### src/rtl/hv_timing_gen.sv
// rtl/hv_timing_gen.sv - horizontal/vertical video timing generator
//
// Purpose: produces pixel/line position plus sync, blanking and start flags
// for a raster display. Every output is registered and decoded from the very
// position it is presented with, so position and flags never skew.
//
// Ports:
//   CLK          system clock (rising edge)
//   rst_n        asynchronous active-low reset
//   pix_en       pixel strobe; timing advances only when high
//   restart      synchronous frame restart request (held until next strobe)
//   hPos/vPos    current column / line
//   HSYNC/VSYNC  sync outputs, active level H_POL / V_POL
//   videoOn      high while the position is inside the visible area
//   line_start   high while hPos==0
//   frame_start  high while hPos==0 and vPos==0
//   frame_cnt    completed-frame counter, present only with HVT_FRAME_CNT_EN
//
// Build option: HVT_FRAME_CNT_EN adds the frame_cnt port and its counter.

module hv_timing_gen #(
   parameter int   H_ACTIVE = 640,
   parameter int   H_FP     = 16,
   parameter int   H_SYNC   = 96,
   parameter int   H_BP     = 48,
   parameter int   V_ACTIVE = 480,
   parameter int   V_FP     = 10,
   parameter int   V_SYNC   = 2,
   parameter int   V_BP     = 33,
   parameter logic H_POL    = 1'b0,
   parameter logic V_POL    = 1'b0,
   parameter int   HW       = 10,
   parameter int   VW       = 10
) (
   input  logic          CLK,
   input  logic          rst_n,
   input  logic          pix_en,
   input  logic          restart,
   output logic [HW-1:0] hPos,
   output logic [VW-1:0] vPos,
   output logic          HSYNC,
   output logic          VSYNC,
   output logic          videoOn,
   output logic          line_start,
   output logic          frame_start
`ifdef HVT_FRAME_CNT_EN
   ,
   output logic [15:0]   frame_cnt
`endif
);

   localparam int H_TOTAL = H_ACTIVE + H_FP + H_SYNC + H_BP;
   localparam int V_TOTAL = V_ACTIVE + V_FP + V_SYNC + V_BP;

   // Boundaries sized to the counters; every value here is < H_TOTAL / V_TOTAL
   // and therefore fits in HW / VW bits.
   localparam logic [HW-1:0] H_LAST     = HW'(H_TOTAL - 1);
   localparam logic [HW-1:0] H_VIS_END  = HW'(H_ACTIVE);
   localparam logic [HW-1:0] H_SYNC_BEG = HW'(H_ACTIVE + H_FP);
   localparam logic [HW-1:0] H_SYNC_END = HW'(H_ACTIVE + H_FP + H_SYNC);
   localparam logic [VW-1:0] V_LAST     = VW'(V_TOTAL - 1);
   localparam logic [VW-1:0] V_VIS_END  = VW'(V_ACTIVE);
   localparam logic [VW-1:0] V_SYNC_BEG = VW'(V_ACTIVE + V_FP);
   localparam logic [VW-1:0] V_SYNC_END = VW'(V_ACTIVE + V_FP + V_SYNC);

   logic [HW-1:0] r_h_pos;
   logic [VW-1:0] r_v_pos;
   logic          r_hsync;
   logic          r_vsync;
   logic          r_video_on;
   logic          r_line_start;
   logic          r_frame_start;
   logic          r_restart_pend;

   logic          w_restart;
   logic          w_to_origin;
   logic [HW-1:0] w_h_nxt;
   logic [VW-1:0] w_v_nxt;
   logic          w_video_on;
   logic          w_hsync_act;
   logic          w_vsync_act;

   // A restart seen while pix_en=0 is remembered so it wins over the
   // increment on the next strobe.
   assign w_restart = restart | r_restart_pend;

   // Position that the next strobe will present. Wraps are explicit compares
   // against the last column/line so non-power-of-two totals work.
   always_comb begin
      w_h_nxt     = r_h_pos;
      w_v_nxt     = r_v_pos;
      w_to_origin = 1'b0;
      if (w_restart) begin
         w_h_nxt     = '0;
         w_v_nxt     = '0;
         w_to_origin = 1'b1;
      end else if (r_h_pos == H_LAST) begin
         w_h_nxt = '0;
         if (r_v_pos == V_LAST) begin
            w_v_nxt     = '0;
            w_to_origin = 1'b1;
         end else begin
            w_v_nxt = r_v_pos + 1'b1;
         end
      end else begin
         w_h_nxt = r_h_pos + 1'b1;
      end
   end

   // Flags are decoded from the next position and registered alongside it,
   // which keeps them aligned with hPos/vPos. VSYNC only moves when vPos
   // does, i.e. together with the hPos wrap.
   assign w_video_on  = (w_h_nxt < H_VIS_END) && (w_v_nxt < V_VIS_END);
   assign w_hsync_act = (w_h_nxt >= H_SYNC_BEG) && (w_h_nxt < H_SYNC_END);
   assign w_vsync_act = (w_v_nxt >= V_SYNC_BEG) && (w_v_nxt < V_SYNC_END);

   // Reset parks on the last back-porch pixel of the last line so the first
   // strobe after release lands on (0,0).
   always_ff @(posedge CLK or negedge rst_n) begin
      if (!rst_n) begin
         r_h_pos        <= H_LAST;
         r_v_pos        <= V_LAST;
         r_hsync        <= ~H_POL;
         r_vsync        <= ~V_POL;
         r_video_on     <= 1'b0;
         r_line_start   <= 1'b0;
         r_frame_start  <= 1'b0;
         r_restart_pend <= 1'b0;
      end else if (pix_en) begin
         r_h_pos        <= w_h_nxt;
         r_v_pos        <= w_v_nxt;
         r_hsync        <= w_hsync_act ? H_POL : ~H_POL;
         r_vsync        <= w_vsync_act ? V_POL : ~V_POL;
         r_video_on     <= w_video_on;
         r_line_start   <= (w_h_nxt == '0);
         r_frame_start  <= (w_h_nxt == '0) && (w_v_nxt == '0);
         r_restart_pend <= 1'b0;
      end else if (restart) begin
         r_restart_pend <= 1'b1;
      end
   end

   assign hPos        = r_h_pos;
   assign vPos        = r_v_pos;
   assign HSYNC       = r_hsync;
   assign VSYNC       = r_vsync;
   assign videoOn     = r_video_on;
   assign line_start  = r_line_start;
   assign frame_start = r_frame_start;

`ifdef HVT_FRAME_CNT_EN
   logic [15:0] r_frame_cnt;
   logic        r_origin_seen;

   // The first arrival at (0,0) after reset is the end of the parked reset
   // state, not a completed frame, so it only arms the counter.
   always_ff @(posedge CLK or negedge rst_n) begin
      if (!rst_n) begin
         r_frame_cnt   <= '0;
         r_origin_seen <= 1'b0;
      end else if (pix_en && w_to_origin) begin
         r_origin_seen <= 1'b1;
         if (r_origin_seen) begin
            r_frame_cnt <= r_frame_cnt + 16'd1;
         end
      end
   end

   assign frame_cnt = r_frame_cnt;
`else
   logic w_unused;
   assign w_unused = w_to_origin;
`endif

endmodule

### config.mk
export PLATFORM = sky130hd
export DESIGN_NAME = hv_timing_gen
export DESIGN_NICKNAME = d
export VERILOG_FILES = /design/src/rtl/hv_timing_gen.sv
export SDC_FILE = /design/constraint.sdc
export NUM_CORES = 1
export LEC_CHECK = 0
export CORE_ASPECT_RATIO = 0.7
export CORE_MARGIN = 4
export CORE_UTILIZATION = 51
export CTS_CLUSTER_DIAMETER = 150
export CTS_CLUSTER_SIZE = 14
export DETAILED_ROUTE_END_ITERATION = 6
export HOLD_SLACK_MARGIN = 0.05
export PLACE_DENSITY = 0.76
export SKIP_CTS_REPAIR_TIMING = 1
export SYNTH_ARGS = -nofsm -noshare
export SYNTH_HDL_FRONTEND = slang
export SYNTH_SLANG_ARGS = --single-unit
### constraint.sdc
create_clock -name CLK -period 3.1 [get_ports CLK]
set_input_delay 0.775 -clock CLK [delete_from_list [all_inputs] [get_ports CLK]]
set_output_delay 0.775 -clock CLK [all_outputs]
set_load 0.02 [all_outputs]
== After elaboration in Yosys (flattened, before gate mapping) ==
Cells that the tools add are included.
Widths: inputs -> output; s select.

* Order comparisons: 6
* Bitwise logic cells: 1
* Add/sub/neg operators: 2
* Eq/ne operators: 2
* Muxes and demuxes: 9
* Reductions and logical operators: 7

{| class="wikitable"
|+ Operators by type and width
! kind !! count
|-
| $mux 10 || 5
|-
| $add 10x1->10 const B || 2
|-
| $eq 10x10->1 const B || 2
|-
| $logic_not 10->1 || 2
|-
| $lt 10x10->1 const B || 2
|-
| $lt 10x9->1 const B || 2
|-
| $ge 10x10->1 const B || 1
|-
| $ge 10x9->1 const B || 1
|-
| $logic_and 1x1->1 || 4
|-
| $mux 1 || 4
|-
| $reduce_bool 2->1 || 1
|-
| $or 1x1->1 || 1
|}

* Output and inout port bits: 25
* Register bits: 26
* Logic and storage cells: 35
* Input bits: 4

== Longest topological paths before layout ==
Gate-level depths: netlist of the first run.

* Depth in word-level cells: 7
* Depth in mapped cells: 10
* Mapped depth without buffers: 8

== Least setup slack after synthesis of the first run ==
Ideal clock, no wire load.

* Path kind: reg2reg
* Start point: register r_h_pos[0], in the netlist hPos[0]
* End point: register r_frame_start, in the netlist frame_start
* Arrival: 2280 ps
* Slack: 699 ps
* Clock period less this slack: 2401 ps
* Stages on the path, launching flop included: 11
* Buffers on the path: 3
* Setup time: 121 ps
* Cell sequence: dfstp_2 -> ha_1 -> buf_2 -> and3_1 -> buf_4 -> nand3_2 -> buf_2 -> nor4_1 -> a211oi_1 -> a41o_1 -> a22o_1

* Longest elaborated chain between the ends: 5
* Elaborated cells on any way between the ends: 9

{| class="wikitable"
|+ Ends and longest elaborated chain
! what !! line !! source
|-
| start: declaration || 66 || <nowiki>logic [HW-1:0] r_h_pos;</nowiki>
|-
| start signal: assignment || 130 || <nowiki>r_h_pos <= w_h_nxt;</nowiki>
|-
| $add 10x1->10 or $eq 10x10->1 (tied branches) || 106, 97 ||
|-
| $mux 10 || 97 || <nowiki>end else if (r_h_pos == H_LAST) begin</nowiki>
|-
| $mux 10 || 93 || <nowiki>if (w_restart) begin</nowiki>
|-
| $logic_not 10->1 || 136 || <nowiki>r_frame_start <= (w_h_nxt == '0) && (w_v_nxt == '0);</nowiki>
|-
| $logic_and 1x1->1 * || 136 ||
|-
| end signal: assignment || 136 ||
|-
| end: declaration || 72 || <nowiki>logic r_frame_start;</nowiki>
|}

Mark *: on every way between the ends. The rest lies on a longest branch, timed or not.
A chain may end at the register's enable or synchronous reset.

== Worst setup path after layout of the first run ==
* Start point: register r_h_pos[0], in the netlist hPos[0]
* End point: register r_video_on, in the netlist videoOn

* Longest elaborated chain between the ends: 5
* Elaborated cells on any way between the ends: 9

{| class="wikitable"
|+ Ends and longest elaborated chain
! what !! line !! source
|-
| $add 10x1->10 or $eq 10x10->1 (tied branches) || 106, 97 ||
|-
| $mux 10 || 97 ||
|-
| $mux 10 || 93 ||
|-
| $lt 10x10->1 or $lt 10x9->1 (tied branches) || 113 || <nowiki>assign w_video_on = (w_h_nxt < H_VIS_END) && (w_v_nxt < V_VIS_END);</nowiki>
|-
| $logic_and 1x1->1 * || 113 ||
|-
| end signal: assignment || 134 || <nowiki>r_video_on <= w_video_on;</nowiki>
|-
| end: declaration || 70 || <nowiki>logic r_video_on;</nowiki>
|}

Marked as above.

==> results of run 1 <==
final cells by class:
cell class	count	area [µm²]
repair buffers	33	318
multi-input cells	184	1200
fillers	303	1320
well taps	50	62.6
clock buffers	3	41.3
flip-flops and latches	26	666
inverters	6	22.5
per-stage QoR:
stage / setup WS, ns / total power (µW) / instances
after floorplan: 0.699 / 407 / 236
after global placement: 0.514 / 448 / 299
after detailed placement: 0.550 / 448 / 299
after CTS: 0.495 / 645 / 302
after global routing: 0.271 / 667 / 302
final: 0.477 / 638 / 302
synthesized netlist by cell type, types with 2 or more instances:
master and n:
o21ai_1 2, nor2_1 15, dfrtp_1 14, nor4_1 5, nor3_1 4, nand3_1 13, a211oi_1 2, o211ai_1 4
nand3_2 2, dfstp_2 12, xnor2_1 5, o41ai_1 2, and3_1 4, a31oi_1 6, clkbuf_1 9, nand2_1 29
o32a_1 2, nand2b_1 4, xor2_1 2, or2_1 2, nor3b_1 3, nor2b_1 2, and3b_1 2, buf_4 3
ha_1 3, nand4_1 5, mux2i_1 3, o31ai_1 8, o21ai_0 19, buf_2 7, a21oi_1 8, inv_1 6
cells by family after synthesis:
| group | after synthesis |
|---|---|
| simple gates | 102 |
| compound gates | 68 |
| buf+inv | 26 |
| flops | 26 |
| xor+xnor | 7 |
| mux | 4 |
| fa+ha+maj | 3 |
power by group through the flow:
stage          Combinational [µW]  Clock (µW)  Sequential [µW]
6_report                     84.6         196              358
2_1_floorplan                36.0           0              371
4_1_cts                      84.7         202              358
3_5_place_dp                 84.3           0              364
3_3_place_gp                 84.3           0              364
5_1_grt                      91.7         216              359
per-layer routing:
| layer | vias up | routed length, µm |
|---|---|---|
| met5 | - | 0 |
| met4 | 0 | 26 |
| met3 | 5 | 367 |
| met2 | 76 | 1930 |
| met1 | 862 | 2600 |
| li1 | 909 | - |
sequential cells by signal, summed over array words and instances, names as in the netlist:
register / count
hPos: 10
vPos: 10
HSYNC: 1
VSYNC: 1
frame_start: 1
line_start: 1
r_restart_pend: 1
videoOn: 1
cell usage in the layout, fill, tap and decap left out, drive strengths merged, types with 2 or more instances in the layout:
master and instances:
o21ai 22, mux2i 3, clkdlybuf4s50 28, nand2 29, and3 4, ha 3, or2 4, a21oi 8
xor2 2, and3b 2, clkbuf 3, xnor2 5, nor3b 3, dfstp 12, o32a 2, a31oi 6
nor2b 2, buf 5, dfrtp 14, nor3 5, nor4 7, a211oi 2, o211ai 4, a31o 2
o31ai 8, inv 6, nand3 16, nand2b 4, o41ai 2, nand4 5, nor2 15
how the worst max path moves through the flow:
stage | end | slack [ns] | depth (start not counted)
after floorplan | frame_start | 0.70 | 10
after global placement | videoOn | 0.51 | 7
after detailed placement | videoOn | 0.55 | 7
after CTS | videoOn | 0.49 | 7
after global routing | videoOn | 0.27 | 7
final | videoOn | 0.48 | 7
critical path, cell delays in order, from the launching register on:
cell and delay (ns):
dfstp_2 0.60, ha_1 0.35, and3_1 0.24, nand3_2 0.23, nor4_1 0.44, xnor2_1 0.20, nor2_1 0.08, o41ai_1 0.37
==> results.toml, run 1 <==
[drt]
dr.pass1.iters = 5
postRouteAntennaNets = 0
vias = 1852
avgRoutedWirePerCell_um = 16.3
routed_wl_um = 4920
drcViolationCount = 0
detail_route.vias_per_cell = 6.13
drt-initial-drc-count = 224

[final_layout]
design_area_mm2 = 0.00231
area_growth_pct = 16.1
nets = 261
drive_gt1_frac = 0.131
fin_util = 0.636
diodes = 0

[worst_setup_path]
r2r_cells = 7
regToRegStartpoint = "hPos[0]"
crit_required_ns = 3.26
arrival_ns = 2.78
reg2reg_setup_slack_ns = 0.48
cp-start-kind = "register"
r2r-end = "videoOn"
crit_path_max_fanout = 12
critical_path.endpoint_type = "register"
crit_type = "reg2reg"
startpoint = "hPos[0]"

[placement]
dp_hpwl_um = 3560
finalWeightedCongestion = 0.910
dpl_cell_area_mm2 = 0.00226
port_buffers = 28

[sta]
rsz0062_at_grt = "no"
post-route-period-util = 0.846
fmaxAchievable_ghz = 0.381
finalHoldViolCount = 0
relSlewSlack = 0.708
fin_skew_ns = 0.00597
setup_viol = 0
worstMarginPinSlew_ns = 0.436
maxSlewViolCount = 0
tns_ns = 0
finalCriticalPeriod_ns = 2.62
whs_ns = 0.510

[clock_tree]
clockBufferDepth = 2
cts_inserted_buffers = 3
cts_tree = "yes"
clk_pin_slew_ns = 0.09
clock_latency_ns = 0.27
h-tree-depth = 1
cts.sinks = 26
cts_root_buffer = "clkbuf_8"

[grt]
antenna_found_initial = 0
grt_pass1_wl_um = 7920
grt_pass1_vias = 1573
use_met1 = 0.359
grt_max_degree = 27
grt_use_met2 = 0.264
grt-ovfl-total = 0
grt-busiest-layer = "met1"
grt_use_met3 = 0.0452
grt_usage = 0.212

[synthesis]
yosysTopAreaCellShare = 0.176
ys_ff_latch = 26
synth_cells = 236
yosysUniqueCellTypes = 61
synth-simple-area-share = 0.302
yosysSeqAreaShare = 0.335
syn_nets = 243
synthFlopType = "dfrtp_1"
synth_edf_count = 0
muxShareOfSynthArea = 0.0208
synth_fa_ha_area_frac = 0.0189
syn_area_mm2 = 0.00199
avgSynthCellArea_um2 = 8.42
synth_area_leaders = "dfrtp_1 (18%), dfstp_2 (16%), nand2_1 (5.5%), o21ai_0 (4.8%), nand3_1 (3.3%)"
ys_async_sr_fraction = 1.00
synth_top_family_by_area = "simple AND/OR/NAND/NOR gates"
yosysTopAreaCell = "dfrtp_1"
yosysWarnings = 0
synth_compound_area_frac = 0.229
synth_xor_area_frac = 0.0309

[floorplan]
rows = 18
fp.dieH_um = 60.2
ioPinCount = 29
core_mm2 = 0.00363
dieArea_mm2 = 0.00497
initial_utilization = 0.548
fp.dieW_um = 82.6

[power]
power.leakage_uw = 0.000814
ir_drop_mv = 0.213
p_int_uw = 471
swShare = 0.263
powerDensity_mw_per_mm2 = 277
pwr-share-clk = 0.306
p_sw_uw = 168
p_comb_frac = 0.132
pwr-share-seq = 0.561

[hold_path]
min_path_type = "reg2reg"
hold_depth = 2
min_to = "videoOn"
worstHoldStart = "videoOn"

[run_status]
run_status = "finished, final reports clean"

[run]
maxCapViolations = 0
Note: power is estimated with default switching activity, not from simulation.
==> run 2, diff against run 1 <==
Clock period 3.1 ns to 2.49 ns, I/O delays scaled along.
==> results.toml, run 2 (same netlist as run 1, synthesis figures left out) <==
[sta]
relSlewSlack = 0.746
fin_skew_ns = 0.0126
rsz0062_at_grt = "no"
fmaxAchievable_ghz = 0.426
post-route-period-util = 0.943
worstMarginPinSlew_ns = 0.378
setup_viol = 0
finalCriticalPeriod_ns = 2.35
setup_ws_ns = 0.141
tns_ns = 0
maxSlewViolCount = 0
finalHoldViolCount = 0

[clock_tree]
cts_inserted_buffers = 3
cts.sinks = 26
clk_pin_slew_ns = 0.09
clockBufferDepth = 2
clock_latency_ns = 0.28
cts_tree = "yes"
cts_root_buffer = "clkbuf_8"
h-tree-depth = 1

[worst_setup_path]
crit_required_ns = 2.66
crit_type = "reg2reg"
crit_path_max_fanout = 8
arrival_ns = 2.52
critPathSlowestCell = "dfstp_2"
max_stage_delay_ns = 0.59
cp_cell_sequence = "ha_1 -> and3_1 -> nand3_2 -> nor4_2 -> xnor2_1 -> nor2_1 -> o41ai_2"
critical_path.endpoint_type = "register"
cp-start-kind = "register"

[run]
maxCapViolations = 0

[drt]
drcViolationCount = 0
dr.pass1.iters = 5
postRouteAntennaNets = 0
routed_wl_um = 5630
vias = 1975
avgRoutedWirePerCell_um = 17.8
detail_route.vias_per_cell = 6.23
drt-initial-drc-count = 358

[final_layout]
area_growth_pct = 23.1
drive_gt1_frac = 0.191
nets = 275
layout_commonest_cell = "nand2_1"
fillers = 325
final_cell_mix = "nand2_1 (29), clkdlybuf4s50_1 (28), o21ai_0 (19), buf_4 (19), nor2_1 (15)"
diodes = 0

[grt]
grt_max_degree = 27
grt_usage = 0.246
grt_pass1_wl_um = 9200
antenna_found_initial = 0
grt_pass1_vias = 1803
grt-ovfl-total = 0

[placement]
finalWeightedCongestion = 0.907
dp_slack_ns = 0.0934
port_buffers = 28
dp_hpwl_um = 4070

[floorplan]
rows = 18
initial_utilization = 0.548
fp.dieW_um = 82.6
fp.dieH_um = 60.2
core_mm2 = 0.00363
dieArea_mm2 = 0.00497
ioPinCount = 29

[power]
power_uw = 849
ir_drop_mv = 0.269
powerDensity_mw_per_mm2 = 347
power.leakage_uw = 0.000895

[hold_path]
min_path_type = "reg2reg"

[run_status]
run_status = "finished, final reports clean"
run 2: cell count changes in the layout (fill, tap and decap cells not counted), sizes merged:
cell and change:
buf +14, clkbuf +1
run 2: where the power goes:
group          internal [µW]  switching, µW  leakage [µW]
sequential               436           9.79      0.000311
clock                    142            147     0.0000288
combinational           47.6           66.5      0.000556
run 2: final timing paths:
path | endpoint | startpoint | depth (start not counted) | slack [ns]
max | videoOn | hPos[0] | 7 | 0.14
min | videoOn | videoOn | 2 | 0.49
max reg2reg | videoOn | hPos[0] | 7 | 0.14
min reg2reg | videoOn | videoOn | 2 | 0.49
max in group asynchronous | vPos[9] | rst_n | 2 | 1.49
min in group asynchronous | r_restart_pend | rst_n | 2 | 0.70
run 2: area by class of cell:
cell class | instances | area, µm² | share of cell area
flip-flops and latches | 26 | 666 | 0.272
well taps | 50 | 62.6 | 0.0256
repair buffers | 47 | 423 | 0.173
inverters | 6 | 22.5 | 0.00921
clock buffers | 4 | 55.1 | 0.0225
multi-input cells | 184 | 1220 | 0.498
run 2: worst max-delay path, delay by kind of cell (launching register included):
| kind | cells | cell delay, ns |
|---|---|---|
| xor+xnor | 1 | 0.19 |
| fa+ha+maj | 1 | 0.24 |
| flops | 1 | 0.59 |
| simple gates | 4 | 0.89 |
| compound gates | 1 | 0.34 |
run 2: per-stage QoR:
stage / util / hold WS [ns] / std cells / instance area (µm²)
finish: 0.675 / 0.492 / 317 / 2450
detailed placement: 0.654 / 0.475 / 313 / 2370
global placement: 0.654 / 0.479 / 313 / 2370
CTS: 0.669 / 0.501 / 317 / 2420
floorplan: - / 0.327 / 236 / 1990
global route: 0.675 / 0.531 / 317 / 2450
run 2: routing by layer:
layer,up-vias,GRT usage,routed length [µm]
met4,0,0.0653,68
met3,8,0.0512,502
met1,928,0.392,2800
met2,103,0.326,2260
li1,936,-,-
met5,-,0,0
